===== src/rtl/lvds_pkg.sv =====
// Shared constants and helpers for the LVDS capture packer.
// Mode encoding, clog2 and the sample-count width.
package lvds_pkg;

  localparam logic [1:0] MODE_ALL    = 2'd0;
  localparam logic [1:0] MODE_STROB  = 2'd1;
  localparam logic [1:0] MODE_CHANGE = 2'd2;
  localparam logic [1:0] MODE_OFF    = 2'd3;

  function automatic int clog2(input int v);
    int r;
    r = 0;
    while ((1 << r) < v) r++;
    return r;
  endfunction

  function automatic int cnt_w(input int pack);
    return clog2(pack + 1);
  endfunction

endpackage


===== src/rtl/lvds_sync_fifo.sv =====
// First-word-fall-through synchronous FIFO.
// Pointers carry one extra wrap bit so fill is a plain subtraction.
module lvds_sync_fifo
  import lvds_pkg::*;
#(
  parameter int W     = 35,
  parameter int DEPTH = 16
) (
  input  logic                      clk,
  input  logic                      rst_n,
  input  logic                      push,
  input  logic [W-1:0]              din,
  input  logic                      pop,
  output logic [W-1:0]              dout,
  output logic                      full,
  output logic                      empty,
  output logic [clog2(DEPTH+1)-1:0] fill
);

  localparam int AW = clog2(DEPTH);

  logic [W-1:0] mem [DEPTH];
  logic [AW:0]  wptr;
  logic [AW:0]  rptr;
  logic         do_push;
  logic         do_pop;

  assign empty = (wptr == rptr);
  assign full  = (wptr[AW] != rptr[AW])
              && (wptr[AW-1:0] == rptr[AW-1:0]);
  assign fill  = wptr - rptr;

  assign do_pop  = pop & ~empty;
  assign do_push = push & (~full | do_pop);

  // Empty reads as zero so the head never shows stale words.
  assign dout = empty ? '0 : mem[rptr[AW-1:0]];

  always_ff @(posedge clk) begin
    if (do_push) mem[wptr[AW-1:0]] <= din;
  end

  always_ff @(posedge clk or negedge rst_n) begin
    if (!rst_n) begin
      wptr <= '0;
      rptr <= '0;
    end else begin
      if (do_push) wptr <= wptr + 1'b1;
      if (do_pop)  rptr <= rptr + 1'b1;
    end
  end

endmodule


===== src/rtl/lvds_capture_packer.sv =====
// LVDS sample qualifier and packer feeding a FWFT output FIFO.
// Words enter the FIFO one edge after the packer completes them.
module lvds_capture_packer
  import lvds_pkg::*;
#(
  parameter int LVDS_LEN   = 8,
  parameter int PACK       = 4,
  parameter int FIFO_DEPTH = 16
) (
  input  logic                           clk,
  input  logic                           rst_n,
  input  logic                           en,
  input  logic [1:0]                     mode,
  input  logic [LVDS_LEN-1:0]            ch_mask,
  input  logic [LVDS_LEN-1:0]            data_in,
  input  logic                           strob_in,
  input  logic                           flush,
  input  logic                           clr_ovf,
  output logic [LVDS_LEN*PACK-1:0]       out_data,
  output logic [cnt_w(PACK)-1:0]         out_cnt,
  output logic                           out_valid,
  input  logic                           out_ready,
  output logic                           overflow,
  output logic [clog2(FIFO_DEPTH+1)-1:0] fill
);

  localparam int CW = cnt_w(PACK);
  localparam int DW = LVDS_LEN * PACK;
  localparam logic [CW-1:0] PACK_C = CW'(PACK);

  logic [LVDS_LEN-1:0] s1;
  logic [LVDS_LEN-1:0] prev;
  logic                st1;
  logic                qual;
  logic                accept;

  logic [CW-1:0] idx;
  logic [CW-1:0] idx_nxt;
  logic [DW-1:0] slots;
  logic [DW-1:0] slots_nxt;
  logic          emit;

  logic          pk_valid;
  logic [DW-1:0] pk_data;
  logic [CW-1:0] pk_cnt;

  logic             f_full;
  logic             f_empty;
  logic [DW+CW-1:0] f_dout;
  logic             pop;
  logic             drop;

  always_comb begin
    qual = 1'b0;
    unique case (mode)
      MODE_ALL:    qual = 1'b1;
      MODE_STROB:  qual = st1;
      MODE_CHANGE: qual = (s1 != prev);
      MODE_OFF:    qual = 1'b0;
    endcase
    accept = en & qual;
  end

  always_comb begin
    slots_nxt = slots;
    for (int i = 0; i < PACK; i++) begin
      if (accept && idx == CW'(i))
        slots_nxt[i*LVDS_LEN +: LVDS_LEN] = s1;
    end
    idx_nxt = idx + CW'(accept);
    // A flush counts the same-edge accept before deciding.
    emit = (idx_nxt == PACK_C)
         | (flush & (idx_nxt != '0));
  end

  always_ff @(posedge clk or negedge rst_n) begin
    if (!rst_n) begin
      s1       <= '0;
      st1      <= 1'b0;
      prev     <= '0;
      idx      <= '0;
      slots    <= '0;
      pk_valid <= 1'b0;
      pk_data  <= '0;
      pk_cnt   <= '0;
    end else begin
      s1       <= data_in & ch_mask;
      st1      <= strob_in;
      prev     <= s1;
      pk_valid <= emit;
      if (emit) begin
        pk_data <= slots_nxt;
        pk_cnt  <= idx_nxt;
      end
      slots <= emit ? '0 : slots_nxt;
      idx   <= emit ? '0 : idx_nxt;
    end
  end

  assign out_valid = ~f_empty;
  assign pop       = out_valid & out_ready;
  assign drop      = pk_valid & f_full & ~pop;

  always_ff @(posedge clk or negedge rst_n) begin
    if (!rst_n)       overflow <= 1'b0;
    else if (drop)    overflow <= 1'b1;
    else if (clr_ovf) overflow <= 1'b0;
  end

  lvds_sync_fifo #(
    .W     (DW + CW),
    .DEPTH (FIFO_DEPTH)
  ) u_fifo (
    .clk   (clk),
    .rst_n (rst_n),
    .push  (pk_valid),
    .din   ({pk_cnt, pk_data}),
    .pop   (pop),
    .dout  (f_dout),
    .full  (f_full),
    .empty (f_empty),
    .fill  (fill)
  );

  assign out_data = f_dout[DW-1:0];
  assign out_cnt  = f_dout[DW +: CW];

endmodule


===== config.mk =====
export PLATFORM = sky130hd
export DESIGN_NAME = lvds_capture_packer
export DESIGN_NICKNAME = d
export VERILOG_FILES = /design/src/rtl/lvds_pkg.sv /design/src/rtl/lvds_sync_fifo.sv /design/src/rtl/lvds_capture_packer.sv
export SDC_FILE = /design/constraint.sdc
export NUM_CORES = 1
export LEC_CHECK = 0
export CAP_MARGIN = 20
export CORE_AREA = 2 2 267 203
export DETAILED_ROUTE_END_ITERATION = 8
export DIE_AREA = 0 0 269 205
export GPL_TIMING_DRIVEN = 0
export PLACE_DENSITY = 0.69
export SYNTH_ARGS = -nofsm -noshare
export SYNTH_HDL_FRONTEND = slang
export SYNTH_HIERARCHICAL = 1
export SYNTH_SLANG_ARGS = --single-unit

===== constraint.sdc =====
create_clock -name clk -period 4.9 [get_ports clk]
set_input_delay 0.735 -clock clk [delete_from_list [all_inputs] [get_ports clk]]
set_output_delay 0.735 -clock clk [all_outputs]
set_load 0.05 [all_outputs]

Word level (Yosys, flattened, before mapping)
Memories as Yosys holds them, arrays and structs flattened.
Cells that the tools add are included.
Widths: inputs -> output; s select.
{"block": "word_totals", "regBits": 99, "latchBits": 0, "mem_bits_rw": 560, "mem_bits_ro": 0, "in_bits": 25, "output_inout_bits": 42, "word_cells": 61, "memories": 1}
{"memory": "u_fifo.mem", "words": 16, "width": 35, "read_ports": 1, "rd_clocked_by_memory_dff": 0, "write_ports": 1, "line_no": "lvds_sync_fifo.sv:22", "source": "logic [W-1:0] mem [DEPTH];"}
{"block": "classes", "addsub": 4, "mul": 0, "div_mod_pow": 0, "magnitude_cmp": 0, "n_eq_ne": 11, "shifts": 0, "mux": 12, "n_bitwise": 13, "n_reduce_logical": 9}
{"operator": "$mux 35", "n": 1}
{"operator": "$mux 32", "n": 1}
{"operator": "$mux 8", "n": 4}
{"operator": "$add 5x1->5 const B", "n": 2}
{"operator": "$and 8x8->8", "n": 1}
{"operator": "$ne 8x8->1", "n": 1}
{"operator": "$and 1x1->1", "n": 7}
{"operator": "$eq 3x2->1 const B", "n": 2}
{"operator": "$eq 5x5->1", "n": 1}
{"operator": "$logic_and 1x1->1", "n": 5}
{"operator": "$sub 5x5->5", "n": 1}
{"operator": "$eq 2x2->1 const B", "n": 2}
{"operator": "$eq 4x4->1", "n": 1}
{"operator": "$mux 1", "n": 4}
{"operator": "$pmux 1 s4", "n": 1}
{"operator": "$add 3x1->3", "n": 1}
{"operator": "$eq 3x1->1 const B", "n": 1}
{"operator": "$eq 3x3->1 const B", "n": 1}
{"operator": "$logic_not 3->1", "n": 1}
{"operator": "$mux 3", "n": 1}
{"operator": "$not 1->1", "n": 3}
{"operator": "$reduce_bool 3->1", "n": 1}
{"operator": "$eq 2x1->1 const B", "n": 1}
{"operator": "$logic_not 2->1", "n": 1}
{"operator": "other kinds (3)", "n": 4}

Logic depth before layout (Yosys ltp)
{"block": "logic_depth", "ltp_word": 8, "mapped_depth": 14, "ltp_nobuf": 11}

By module
The synthesis kept the hierarchy.
{"module": "lvds_sync_fifo", "instances": 1, "cells_each": 1006, "area_per_inst_um2": 22331.4, "seq_area_each_um2": 17066.4}
{"module": "lvds_capture_packer", "instances": 1, "cells_each": 344, "area_per_inst_um2": 3651.0, "seq_area_each_um2": 2227.1}

Worst setup path after synthesis
OpenSTA, ideal clock, no wires.
{"block": "synth_path", "kind": "register to register", "start": "reg u_fifo.rptr[1]", "end": "mem u_fifo.mem[4][0], enable pin", "setup_ns": 0.395, "arrival_time_ns": 3.192, "required_time_ns": 4.505, "setup_slack_ns": 1.312, "stages_incl_launch_ff": 13, "path_buffers": 3, "synth_period_minus_slack_ns": 3.588, "cell_sequence": "dfrtp_1 buf_6 buf_6 buf_2 inv_1 ha_1 and4_1 nand2_1 inv_1 nor2b_1 o31ai_1 nor3b_1 and2_1"}
{"block": "synth_between", "elab_chain_cells": 8, "word_cells_on_any_way": 11, "classes_between": "eq/ne: 2; mux: 2; bitwise: 6; reduce/logical: 1"}
{"element": "start: declaration", "line_no": "lvds_sync_fifo.sv:24", "source": "logic [AW:0] rptr;"}
{"element": "start signal: assignment", "line_no": "lvds_sync_fifo.sv:49", "source": "if (do_pop) rptr <= rptr + 1'b1;"}
{"element": "$eq 5x5->1", "line_no": "lvds_sync_fifo.sv:28", "source": "assign empty = (wptr == rptr);"}
{"element": "named net f_empty", "line_no": "lvds_capture_packer.sv:48", "source": "logic f_empty;"}
{"element": "$not 1->1", "line_no": "lvds_capture_packer.sv:100", "source": "assign out_valid = ~f_empty;"}
{"element": "$and 1x1->1", "line_no": "lvds_capture_packer.sv:101", "source": "assign pop = out_valid & out_ready;"}
{"element": "named net pop", "line_no": "lvds_capture_packer.sv:50", "source": "logic pop;"}
{"element": "$and 1x1->1", "line_no": "lvds_sync_fifo.sv:33", "source": "assign do_pop = pop & ~empty;"}
{"element": "$or 1x1->1", "line_no": "lvds_sync_fifo.sv:34", "source": "assign do_push = push & (~full | do_pop);"}
{"element": "$and 1x1->1", "line_no": "lvds_sync_fifo.sv:34"}
{"element": "$mux 1", "line_no": "lvds_sync_fifo.sv:40", "source": "if (do_push) mem[wptr[AW-1:0]] <= din;"}
{"element": "$mux 1 (implied by the code)", "line_no": "lvds_sync_fifo.sv:40"}
{"element": "end: declaration", "line_no": "lvds_sync_fifo.sv:22"}
The timed path passes the listed nets, and every way through them passes these cells.

Worst setup path after layout
{"block": "layout_path", "start": "reg u_fifo.rptr[3]", "end": "out out_data[2]"}
{"block": "layout_between", "elab_chain_cells": 2, "word_cells_on_any_way": 3, "classes_between": "eq/ne: 1; mux: 1; memory: 1"}
{"element": "$mem_v2 16x35 or $eq 5x5->1 (tied branches)"}
{"element": "$mux 35 *", "line_no": "lvds_sync_fifo.sv:37", "source": "assign dout = empty ? '0 : mem[rptr[AW-1:0]];"}
{"element": "end: declaration", "line_no": "lvds_capture_packer.sv:19", "source": "output logic [LVDS_LEN*PACK-1:0] out_data,"}
Every way passes the cells marked *; elsewhere a longest branch is shown, timed or not.

==> flow_metrics.py <==
metrics = {
    "outcome": {
        "outcome": "complete, no violations",
    },
    "clocking": {
        "cts_tree": "built",
        "cts_root_buffer": "clkbuf_16",
        "h-tree-depth": 2,
        "cts_setup_buffers": 0,
        "clk_pin_slew_ns": 0.06,
        "ctsLongestPathBuffers": 3,
        "cts_made_buffers": 59,
        "insertion_delay_ns": 0.63,
        "cts_hold_buffers": 0,
        "clock-sinks": 659,
    },
    "critical_path": {
        "crit_path_start_kind": "flip-flop",
        "crit_family": "buffers and inverters",
        "cp_slowest_cell": "clkdlybuf4s15_2",
        "path_depth": 10,
        "critPathMaxStageDelay_ns": 0.43,
        "timing.rr.end": "u_fifo/mem[4][6]$_DFFE_PP_",
        "worstSetupPathType": "flip-flop to primary output",
        "rr_startpoint": "u_fifo/rptr[3]$_DFFE_PN0P_",
        "cp_data_required_time_ns": 4.16,
        "ff2ff_setup_slack_ns": 0.64,
        "startpoint": "u_fifo/rptr[3]$_DFFE_PN0P_",
        "worst-path-buf-inv": 5,
        "crit_end": "out_data[2]",
        "cp_max_fo": 10,
        "crit_path_end_kind": "primary output",
        "arrival_ns": 3.99,
        "crit_chain": "buf_2 -> buf_2 -> inv_1 -> ha_1 -> and4_1 -> nand2_1 -> nand3_2 -> buf_2 -> o221ai_2 -> clkdlybuf4s15_2",
        "reg2reg_depth": 12,
        "cp_common_cell": "buf_2",
    },
    "yosys": {
        "synth_cell_types": 49,
        "syn-mean-instance-area_sq_um": 19.25,
        "synth_xor_area_frac": 0.007079,
        "synth-compound-area-share": 0.03674,
        "ys_warn_count": 6,
        "syn_nets": 1387,
        "synth_area_sq_um": 25980,
        "yosys_register_bits": 659,
        "synthAdderAreaFrac": 0.006068,
        "seq_area_frac_synth": 0.7426,
        "synthMuxAreaShare": 0.1437,
        "synth-edff-count": 560,
        "syn_inst": 1350,
        "synth-simple-area-share": 0.03597,
        "synth-main-ff-cell": "edfxtp_1",
        "synthArstFlopShare": 0.1502,
        "synth_top_family_by_area": "multiplexers",
    },
    "die": {
        "start_util": 0.4947,
        "coreArea_sq_um": 52520,
        "die_height_um": 205,
        "num_rows": 73,
        "dieArea_sq_um": 55150,
        "die_w_um": 269,
        "io_pins": 67,
    },
    "global_route": {
        "overflow": 0,
        "antenna_found_initial": 1,
        "grt_usage": 0.2103,
        "grt_pass1_wl_um": 84280,
        "grt_max_degree": 63,
        "grt_pass1_vias": 13340,
    },
    "route": {
        "routed_via_density": 5.891,
        "post_drt_wl_per_cell_um": 24.84,
        "dr.first_iter.drc_count": 1348,
        "drt_first_pass_iters": 5,
        "drc": 0,
        "vias": 13290,
        "drtAntennaViolNets": 0,
        "wl_um": 56010,
    },
    "pwr": {
        "combPwrFrac": 0.343,
        "switching_power_mw": 6.869,
        "power_density_nw_per_um2": 644.1,
        "clock_power_share": 0.243,
        "p_leak_nw": 10.33,
        "netSwitchingFraction": 0.3563,
        "ir_drop_mv": 0.4212,
        "p_int_mw": 12.41,
        "p_seq_frac": 0.414,
    },
    "timing": {
        "max_freq_mhz": 211.9,
        "max-slew-margin-rel": 0.4398,
        "worst_pin_slew_ns": 0.8343,
        "period_needed_ns": 4.720,
        "setup_violations": 0,
        "slew_violations": 0,
        "finalHoldViolCount": 0,
        "finalSetupTns_ns": 0,
        "hold_ws_ns": 0.09235,
        "finClkSkew_ns": 0.02496,
        "period_share": 0.9633,
        "rsz0062_at_grt": "no",
    },
    "final_layout": {
        "drive_gt1_frac": 0.2121,
        "nNetsFinal": 1530,
        "syn2layout_area_growth_pct": 15.19,
    },
    "flow_run": {
        "maxCapViolCount": 0,
    },
    "placement": {
        "hpwl_um": 36650,
        "place_congestion": 0.8305,
        "portBuffers": 66,
    },
    "min_path": {
        "hp-class": "input port to asynchronous set/reset pin",
    },
}
-- worst min path at each step --
stage	endpoint	slack, ns	depth (start not counted)
2_1_floorplan	prev[0]$_DFF_PN0_	0.40	0
4_1_cts	slots[8]$_DFF_PN0_	0.09	1
3_5_place_dp	prev[0]$_DFF_PN0_	0.43	0
6_report	slots[10]$_DFF_PN0_	0.09	1
5_1_grt	pk_data[10]$_DFFE_PN0P_	0.12	1
3_3_place_gp	prev[1]$_DFF_PN0_	0.44	0
-- synth_stat cells (6+ instances only) --
master	count	share of area
mux4_1	50	0.051
o21ai_1	11	0.0021
ha_1	11	0.0053
clkbuf_1	24	0.0035
dfrtp_1	99	0.095
o21ai_0	25	0.0048
xnor2_1	17	0.0057
nand2_1	56	0.0081
mux2_2	36	0.016
a21oi_1	36	0.0069
buf_1	6	0.00087
a31oi_1	32	0.0077
mux4_2	89	0.077
nor2_1	37	0.0053
buf_2	23	0.0044
buf_4	7	0.0020
or4_1	30	0.0087
o221ai_1	34	0.011
and2_1	17	0.0041
inv_1	80	0.012
and3_1	8	0.0019
edfxtp_1	560	0.65
buf_6	12	0.0052
-- layer usage --
layer / vias to the layer above / GRT usage / part of all wire
met1: 6939 / 0.3248 / 0.45
met4: 0 / 0.05337 / 0.017
li1: 5719 / - / -
met3: 83 / 0.03570 / 0.079
met2: 544 / 0.3136 / 0.45
met5: - / 0 / 0
-- cells in the final DEF, fill, tap and decap left out, drive strengths merged, types with 32 or more instances in the layout --
master	netlist	layout
mux2	36	36
mux4	139	139
o21ai	36	36
edfxtp	560	560
buf	48	65
dfrtp	99	99
clkbuf	25	100
a21oi	37	37
nand2	56	56
a31oi	32	32
inv	81	82
nor2	37	37
o221ai	34	34
-- final cells by class --
cell class | instances | area (sq um)
sequential | 659 | 19290
timing repair buffer | 83 | 1033
clock inverter | 36 | 364.1
multi-input combinational | 537 | 6018
fill | 3884 | 22590
clock buffer | 74 | 1604
tap | 712 | 890.9
inverter | 81 | 304.0
buffer | 72 | 417.9
antenna | 1 | 2.502
-- power by group through the flow --
stage	Clock, mW	Sequential [mW]	Combinational, mW
after global placement	0	8.03	6.62
final	4.68	7.98	6.61
after floorplan	0	7.72	4.62
after detailed placement	0	8.10	6.73
after CTS	4.77	7.98	6.68
after global routing	4.99	8.08	7.04
-- worst reg2reg max path, cell delays in order, from the launching register on --
cell and delay [ns]:
dfrtp_1 0.33, buf_2 0.29, buf_2 0.36, inv_1 0.17
ha_1 0.36, and4_1 0.28, nand2_1 0.19, inv_1 0.10
nor2b_1 0.32, o31ai_1 0.19, nor3b_1 0.38, and2_2 0.69
buf_12 0.28
-- sequential cells by signal (all words and copies together) (netlist names) --
| name | cells |
|---|---|
| u_fifo/mem | 560 |
| pk_cnt | 3 |
| pk_valid | 1 |
| overflow | 1 |
| st1 | 1 |
| s1 | 8 |
| idx | 3 |
| slots | 32 |
| prev | 8 |
| u_fifo/wptr | 5 |
| pk_data | 32 |
| u_fifo/rptr | 5 |
-- logic make-up (layout without fill, tap and decap cells) --
logic type / after synthesis / in the layout
xor+xnor: 21 / 21
buf+inv: 154 / 346
compound gates: 150 / 150
fa+ha+maj: 12 / 12
mux: 176 / 176
flops: 659 / 659
simple gates: 178 / 178
other cells: 0 / 1
-- through the flow --
step	worst slack [ns]	cell area, sq um	utilization	cells	power [mW]
global placement	-0.5198	27530	0.5243	2128	14.64
global route	0.02279	29930	0.5698	2254	20.11
detailed placement	0.06912	27900	0.5312	2145	14.83
finish	0.1798	29930	0.5699	2255	19.28
CTS	-0.06236	29920	0.5696	2255	19.43
floorplan	1.312	25980	-	1350	12.34
-- what timing repair did --
item | 4_1_cts | 5_1_grt
pin swaps | 0 | 0
gates resized for setup | 99 | 4
gates cloned | 0 | 0
endpoints found under the setup margin | 34 | 34
Power figures use the tool's default switching activity.
